**src/rtl/sap_ctrl_seq.sv**
```systemverilog
// rtl/sap_ctrl_seq.sv - SAP-1 control sequencer: T-state ring, control word decode, run/pause/halt.
// Control word bit order {Cp, Ep, ~Lm, ~CE, ~LI, ~EI, ~La, Ea, Su, Eu, ~Lb, ~Lo}.
module sap_ctrl_seq #(
  parameter bit FAST_NOP = 1'b0,
  parameter int ICNT_W   = 8
) (
  input  logic              clock,
  input  logic              reset,
  input  logic              start,
  input  logic              step_mode,
  input  logic              step,
  input  logic [3:0]        opcode,
  output logic [11:0]       con,
  output logic [5:0]        tstate,
  output logic              busy,
  output logic              halted,
  output logic              illegal,
  output logic [ICNT_W-1:0] instr_count
);

  localparam logic [1:0] S_IDLE  = 2'd0;
  localparam logic [1:0] S_RUN   = 2'd1;
  localparam logic [1:0] S_PAUSE = 2'd2;
  localparam logic [1:0] S_HALT  = 2'd3;

  localparam logic [3:0] OP_LDA = 4'h0;
  localparam logic [3:0] OP_ADD = 4'h1;
  localparam logic [3:0] OP_SUB = 4'h2;
  localparam logic [3:0] OP_OUT = 4'hE;
  localparam logic [3:0] OP_HLT = 4'hF;

  localparam logic [5:0] T1 = 6'b000001;
  localparam logic [5:0] T2 = 6'b000010;
  localparam logic [5:0] T3 = 6'b000100;
  localparam logic [5:0] T4 = 6'b001000;
  localparam logic [5:0] T5 = 6'b010000;
  localparam logic [5:0] T6 = 6'b100000;

  localparam logic [11:0] CW_IDLE   = 12'h3E3;
  localparam logic [11:0] CW_EP_LM  = 12'h5E3;
  localparam logic [11:0] CW_CP     = 12'hBE3;
  localparam logic [11:0] CW_CE_LI  = 12'h263;
  localparam logic [11:0] CW_EI_LM  = 12'h1A3;
  localparam logic [11:0] CW_CE_LA  = 12'h2C3;
  localparam logic [11:0] CW_CE_LB  = 12'h2E1;
  localparam logic [11:0] CW_EU_LA  = 12'h3C7;
  localparam logic [11:0] CW_SU_LA  = 12'h3CF;
  localparam logic [11:0] CW_EA_LO  = 12'h3F2;

  logic [1:0]        state, state_nxt;
  logic [5:0]        tring, tring_nxt;
  logic              ill_nxt;
  logic [ICNT_W-1:0] cnt_nxt;
  logic              op_known;
  logic              last_t;
  logic              hlt_now;

  always_comb begin
    op_known = (opcode == OP_LDA) || (opcode == OP_ADD) || (opcode == OP_SUB) ||
               (opcode == OP_OUT) || (opcode == OP_HLT);
    hlt_now  = tring[3] && (opcode == OP_HLT);
    // T6 always ends an instruction; FAST_NOP trims trailing idle T-states.
    last_t   = tring[5];
    if (FAST_NOP) begin
      if (tring[4] && (opcode == OP_LDA))
        last_t = 1'b1;
      if (tring[3] && ((opcode == OP_OUT) || !op_known))
        last_t = 1'b1;
    end
  end

  always_comb begin
    state_nxt = state;
    tring_nxt = tring;
    ill_nxt   = illegal;
    cnt_nxt   = instr_count;
    case (state)
      S_IDLE: begin
        if (start) begin
          state_nxt = S_RUN;
          tring_nxt = T1;
        end
      end
      S_RUN: begin
        if (tring[3] && !op_known)
          ill_nxt = 1'b1;
        if (hlt_now) begin
          state_nxt = S_HALT;
          tring_nxt = 6'b0;
        end else if (last_t) begin
          cnt_nxt = instr_count + ICNT_W'(1);
          if (step_mode) begin
            state_nxt = S_PAUSE;
            tring_nxt = 6'b0;
          end else begin
            tring_nxt = T1;
          end
        end else begin
          tring_nxt = {tring[4:0], 1'b0};
        end
      end
      S_PAUSE: begin
        if (step) begin
          state_nxt = S_RUN;
          tring_nxt = T1;
        end
      end
      default: begin
        state_nxt = S_HALT;
        tring_nxt = 6'b0;
      end
    endcase
  end

  always_ff @(posedge clock) begin
    if (reset) begin
      state       <= S_IDLE;
      tring       <= 6'b0;
      busy        <= 1'b0;
      halted      <= 1'b0;
      illegal     <= 1'b0;
      instr_count <= '0;
    end else begin
      state       <= state_nxt;
      tring       <= tring_nxt;
      busy        <= (state_nxt == S_RUN);
      halted      <= (state_nxt == S_HALT);
      illegal     <= ill_nxt;
      instr_count <= cnt_nxt;
    end
  end

  assign tstate = tring;

  always_comb begin
    con = CW_IDLE;
    if (state == S_RUN) begin
      case (tring)
        T1: con = CW_EP_LM;
        T2: con = CW_CP;
        T3: con = CW_CE_LI;
        T4: begin
          case (opcode)
            OP_LDA, OP_ADD, OP_SUB: con = CW_EI_LM;
            OP_OUT:                 con = CW_EA_LO;
            default:                con = CW_IDLE;
          endcase
        end
        T5: begin
          case (opcode)
            OP_LDA:         con = CW_CE_LA;
            OP_ADD, OP_SUB: con = CW_CE_LB;
            default:        con = CW_IDLE;
          endcase
        end
        T6: begin
          case (opcode)
            OP_ADD:  con = CW_EU_LA;
            OP_SUB:  con = CW_SU_LA;
            default: con = CW_IDLE;
          endcase
        end
        default: con = CW_IDLE;
      endcase
    end
  end

endmodule
```
**config.mk**
```make
export PLATFORM = sky130hd
export DESIGN_NAME = sap_ctrl_seq
export DESIGN_NICKNAME = d
export VERILOG_FILES = /design/src/rtl/sap_ctrl_seq.sv
export SDC_FILE = /design/constraint.sdc
export NUM_CORES = 1
export LEC_CHECK = 0
export CAP_MARGIN = 40
export CELL_PAD_IN_SITES_DETAIL_PLACEMENT = 0
export CELL_PAD_IN_SITES_GLOBAL_PLACEMENT = 1
export CORE_MARGIN = 2
export CORE_UTILIZATION = 36
export CTS_CLUSTER_SIZE = 8
export DETAILED_ROUTE_END_ITERATION = 10
export PLACE_DENSITY_LB_ADDON = 0.1
export SETUP_SLACK_MARGIN = 0.15
export SLEW_MARGIN = 40
export SYNTH_ARGS = -nofsm -noshare
export SYNTH_HDL_FRONTEND = slang
export SYNTH_SLANG_ARGS = --single-unit
```
**constraint.sdc**
```tcl
create_clock -name clock -period 2.4 [get_ports clock]
set_input_delay 0.48 -clock clock [delete_from_list [all_inputs] [get_ports clock]]
set_output_delay 0.48 -clock clock [all_outputs]
set_load 0.02 [all_outputs]
```
**Yosys cells after proc, flatten, opt, wreduce, memory -nomap -nowiden**

Index checks and enable logic that the tools add are counted.

- Input bits: 9
- Flip-flop bits (word level): 19

- Reductions and logical operators: 14
- Multiplexer cells: 17
- Eq/ne operators: 16
- Bitwise gates (word level): 1
- Add/subtract/negate cells: 1

Operators by type and width:

| operator | number |
|---|---|
| $pmux 12 s6 | 1 |
| $mux 6 | 4 |
| $pmux 10 s2 | 1 |
| $pmux 6 s3 | 1 |
| $pmux 9 s2 | 1 |
| $mux 12 | 1 |
| $pmux 6 s2 | 1 |
| $mux 2 | 5 |
| $add 8x1->8 const B | 1 |
| $eq 4x4->1 const B | 2 |
| $eq 6x1->1 const B | 1 |
| $eq 6x2->1 const B | 1 |
| $eq 6x3->1 const B | 1 |
| $eq 6x4->1 const B | 1 |
| $eq 6x5->1 const B | 1 |
| $eq 6x6->1 const B | 1 |
| $pmux 2 s3 | 1 |
| $eq 2x1->1 const B | 2 |
| $eq 2x2->1 const B | 2 |
| $eq 4x1->1 const B | 1 |
| $eq 4x2->1 const B | 1 |
| $logic_not 4->1 | 1 |
| $logic_or 1x1->1 | 4 |
| $ne 2x2->1 const B | 2 |
| other kinds (9) | 11 |

**Logic depth before layout (Yosys ltp)**

- Depth after elaboration: 8
- Mapped depth: 5
- Gate-level depth less buffers: 5

**Worst setup path before layout**

Ideal clock, no wire load.

- Path type: register to output
- From: register tring[5] (netlist: tstate[5])
- To: output port con[2]
- Data required time: 1,920 ps
- Arrival: 1,805 ps
- Setup slack: 115 ps
- Stages on the path, launching flop included: 5
- Cells stage by stage: dfxtp_1 > buf_2 > nor4b_1 > nand2_1 > nor4_1

- Longest elaborated chain between the ends: 3

RTL lines:

| what | RTL line | text |
|---|---|---|
| start: declaration | 51 | `logic [5:0] tring, tring_nxt;` |
| start signal: assignment | 125 | `tring <= tring_nxt;` |
| $eq 6x6->1 (tied with other cells) | 138 | `case (tring)` |
| $pmux 12 s6 * | 138 |  |
| $mux 12 * | 137 | `if (state == S_RUN) begin` |
| end: declaration | 13 | `output logic [11:0] con,` |

Every way passes the cells marked *; elsewhere a longest branch is shown, timed or not.

**Worst setup path after layout**

- From: register tring[5] (netlist: tstate[5])
- To: output port con[5]

Same word-level chain as after synthesis.

==> results.py <==
metrics = {
    "floorplan": {
        "ios": 38,
        "num_rows": 21,
        "fp.dieW_um": 61.9,
        "dieArea_um2": 3830,
        "start_util_pct": 36.7,
        "core_area_um2": 3280,
        "die_h_um": 61.9,
    },
    "sta": {
        "min_period_ps": 2210,
        "clock_skew_ps": 8.03,
        "slew_headroom_pct": 74.7,
        "hold_violations": 0,
        "maxSlewViolCount": 0,
        "setup_viol_count_final": 0,
        "rsz0062_at_grt": "yes",
        "max_freq_mhz": 452,
        "fin_crit_sh_pct": 92.1,
        "worstMarginPinSlew_ps": 376,
    },
    "global_route": {
        "grt_max_degree": 12,
        "grt_pass1_vias": 1218,
        "grt_usage_pct": 18.6,
        "grt_first_pass_wirelength_um": 5420,
        "antenna_found_initial": 0,
        "grt-ovfl-total": 0,
    },
    "setup_path": {
        "slowest_stage": "or3b_2",
        "critical_path_depth": 5,
        "max_stage_delay_ps": 460,
        "reg2reg_slack_ps": 650,
        "reg2reg_from": "state[1]",
        "arrival_ps": 1730,
        "reg2reg_depth": 5,
        "start_kind": "register",
        "critPathKind": "register to output pin",
        "crit_family": "simple AND/OR/NAND/NOR gates",
        "crit_fanout": 10,
        "endpoint_kind": "output pin",
        "rr_endpoint": "instr_count[7]",
        "required_ps": 1920,
        "critical_path.cell_chain": "buf_4 -> or3b_2 -> a21oi_1 -> o211ai_1 -> buf_2",
        "path_buf_inv": 2,
    },
    "placement": {
        "gp_congestion": 0.859,
        "portBuffers": 37,
        "hpwl_um": 2490,
        "place_area_um2": 1740,
    },
    "final_layout": {
        "n_antenna_cell": 0,
        "drive_gt1_share_pct": 33.0,
        "final_core_util_pct": 53.7,
        "fillers": 325,
        "ff_latch_area_um2": 385,
        "fin_area_um2": 1760,
        "syn_to_final_growth_pct": 46.3,
        "multi_input_area_um2": 791,
        "nNetsFinal": 205,
    },
    "synth": {
        "synth_edf_count": 0,
        "yosysTopAreaCellShare_pct": 31.6,
        "ys_types": 53,
        "avgSynthCellArea_um2": 8.37,
        "ys_top_cells_by_area": "dfxtp_1 (32%), nor2_1 (6.5%), xnor2_1 (3.6%)",
        "ys_ff_latch": 19,
        "syn-num-nets": 154,
        "ys_warn_count": 0,
        "async_reset_ff_share_pct": 0,
        "synth.most_common_cell": "nor2_1",
        "synthFlopType": "dfxtp_1",
        "synth_cells": 144,
        "netlist_area_um2": 1200,
        "synth_common_cells": "nor2_1 (21), dfxtp_1 (19), a21oi_1 (8)",
        "yosysSeqAreaShare_pct": 31.6,
        "synth_area_leader_cell": "dfxtp_1",
    },
    "detailed_routing": {
        "wire_per_inst_um": 13.7,
        "ant_nets": 0,
        "drt_first_pass_iters": 4,
        "drt-total-wl_um": 3280,
        "viasPerCell": 5.32,
        "first_iter_violations": 102,
        "via_count": 1276,
        "drc": 0,
    },
    "hold_path": {
        "whs_path_depth": 2,
        "holdCritPathClass": "register to register",
        "min-delay-start": "illegal",
        "min_to": "illegal",
    },
    "clock_tree": {
        "numClockSinks": 19,
        "path_clk_slew_ps": 110,
        "numCtsBuffers": 3,
        "cts_root_buf": "clkbuf_4",
        "tritoncts": "yes",
        "cts_buffer_depth": 2,
        "htreeDepth": 1,
        "clk_latency_ps": 300,
    },
    "power_and_ir_drop": {
        "p_per_area_nw_per_um2": 344,
        "p_leak_nw": 0.641,
        "finalPower_uw": 606,
        "peakVddDrop_uv": 279,
    },
    "job": {
        "drv_cap": 0,
    },
    "run_status": {
        "status": "complete, no violations",
    },
}
-- report_power, final --
group | switching (mW) | internal [mW]
clock | 0.100 | 0.0621
sequential | 0.00393 | 0.320
combinational | 0.0658 | 0.0542
total | 0.170 | 0.436
-- repair_timing --
action | in CTS | in global routing
hold endpoints to repair | 0 | 0
pin swaps | 3 | 3
hold buffers | 0 | 0
buffers inserted | 1 | 0
gates resized for setup | 53 | 17
endpoints found under the setup margin | 12 | 10
-- metal layers --
metal / wire length [µm] / GRT usage, % / vias to the layer above / share of wire, %
li1: - / - / 637 / -
met1: 1440 / 23.3 / 597 / 44
met2: 1680 / 34.4 / 38 / 51
met3: 140 / 2.07 / 4 / 4.3
met4: 25 / 3.95 / 0 / 0.76
met5: 0 / 0 / - / 0
-- area by class of cell --
class | instances | share of cell area, %
Timing Repair Buffer | 56 | 27.2
Clock inverter | 1 | 0.284
Sequential cell | 19 | 21.9
Inverter | 6 | 1.28
Multi-Input combinational cell | 109 | 44.9
Clock buffer | 3 | 1.28
Tap cell | 46 | 3.26
-- logic make-up after synthesis --
logic type / Yosys count / share of synthesized area [%]
and+or+nand+nor: 62 / 30.7
AOI/OAI and AO/OA: 37 / 23.8
DFF: 19 / 31.6
buffers and inverters: 16 / 6.02
xor gates and xnor gates: 7 / 5.09
muxes: 2 / 1.77
adders and majority gates: 1 / 1.04
-- placed cells by master (no fill, tap or decap), types with 3 or more instances in the layout --
cell / n
clkdlybuf4s50_1: 21
nor2_1: 19
buf_4: 18
dfxtp_1: 15
a21oi_1: 8
clkbuf_2: 6
nand2_1: 5
xnor2_1: 5
inv_1: 4
o21ai_0: 4
a22o_1: 4
buf_2: 4
dfxtp_2: 4
nand4_1: 3
nor4b_2: 3
nor2b_1: 3
clkbuf_4: 3
-- how the worst max path moves through the flow --
stage                   start      to  slack [ps]
finish              tstate[5]  con[5]         190
global route        tstate[0]  con[6]          90
CTS                 opcode[0]  con[6]          90
detailed placement  opcode[0]  con[6]        -470
global placement    opcode[0]  con[6]        -440
floorplan           tstate[5]  con[3]         160
-- registers in the layout, summed over array words and instances, names as in the netlist --
signal and flops:
busy 1, tstate 6, halted 1, instr_count 8, state 2, illegal 1
-- per-stage QoR --
stage	setup TNS [ps]	hold WS (ps)	instances	setup slack [ps]
3_5_place_dp	-2960	466	235	-465
2_1_floorplan	0	501	144	159
3_3_place_gp	-2870	453	235	-440
4_1_cts	0	492	240	86.5
5_1_grt	0	540	240	90.1
6_report	0	482	240	189
-- tightest hold or removal path, cell delays in order, from the launching register on --
cell and delay, ps:
dfxtp_1 340, a21oi_1 40, nor2_1 70
No activity file was read; power rests on OpenSTA's default activity.
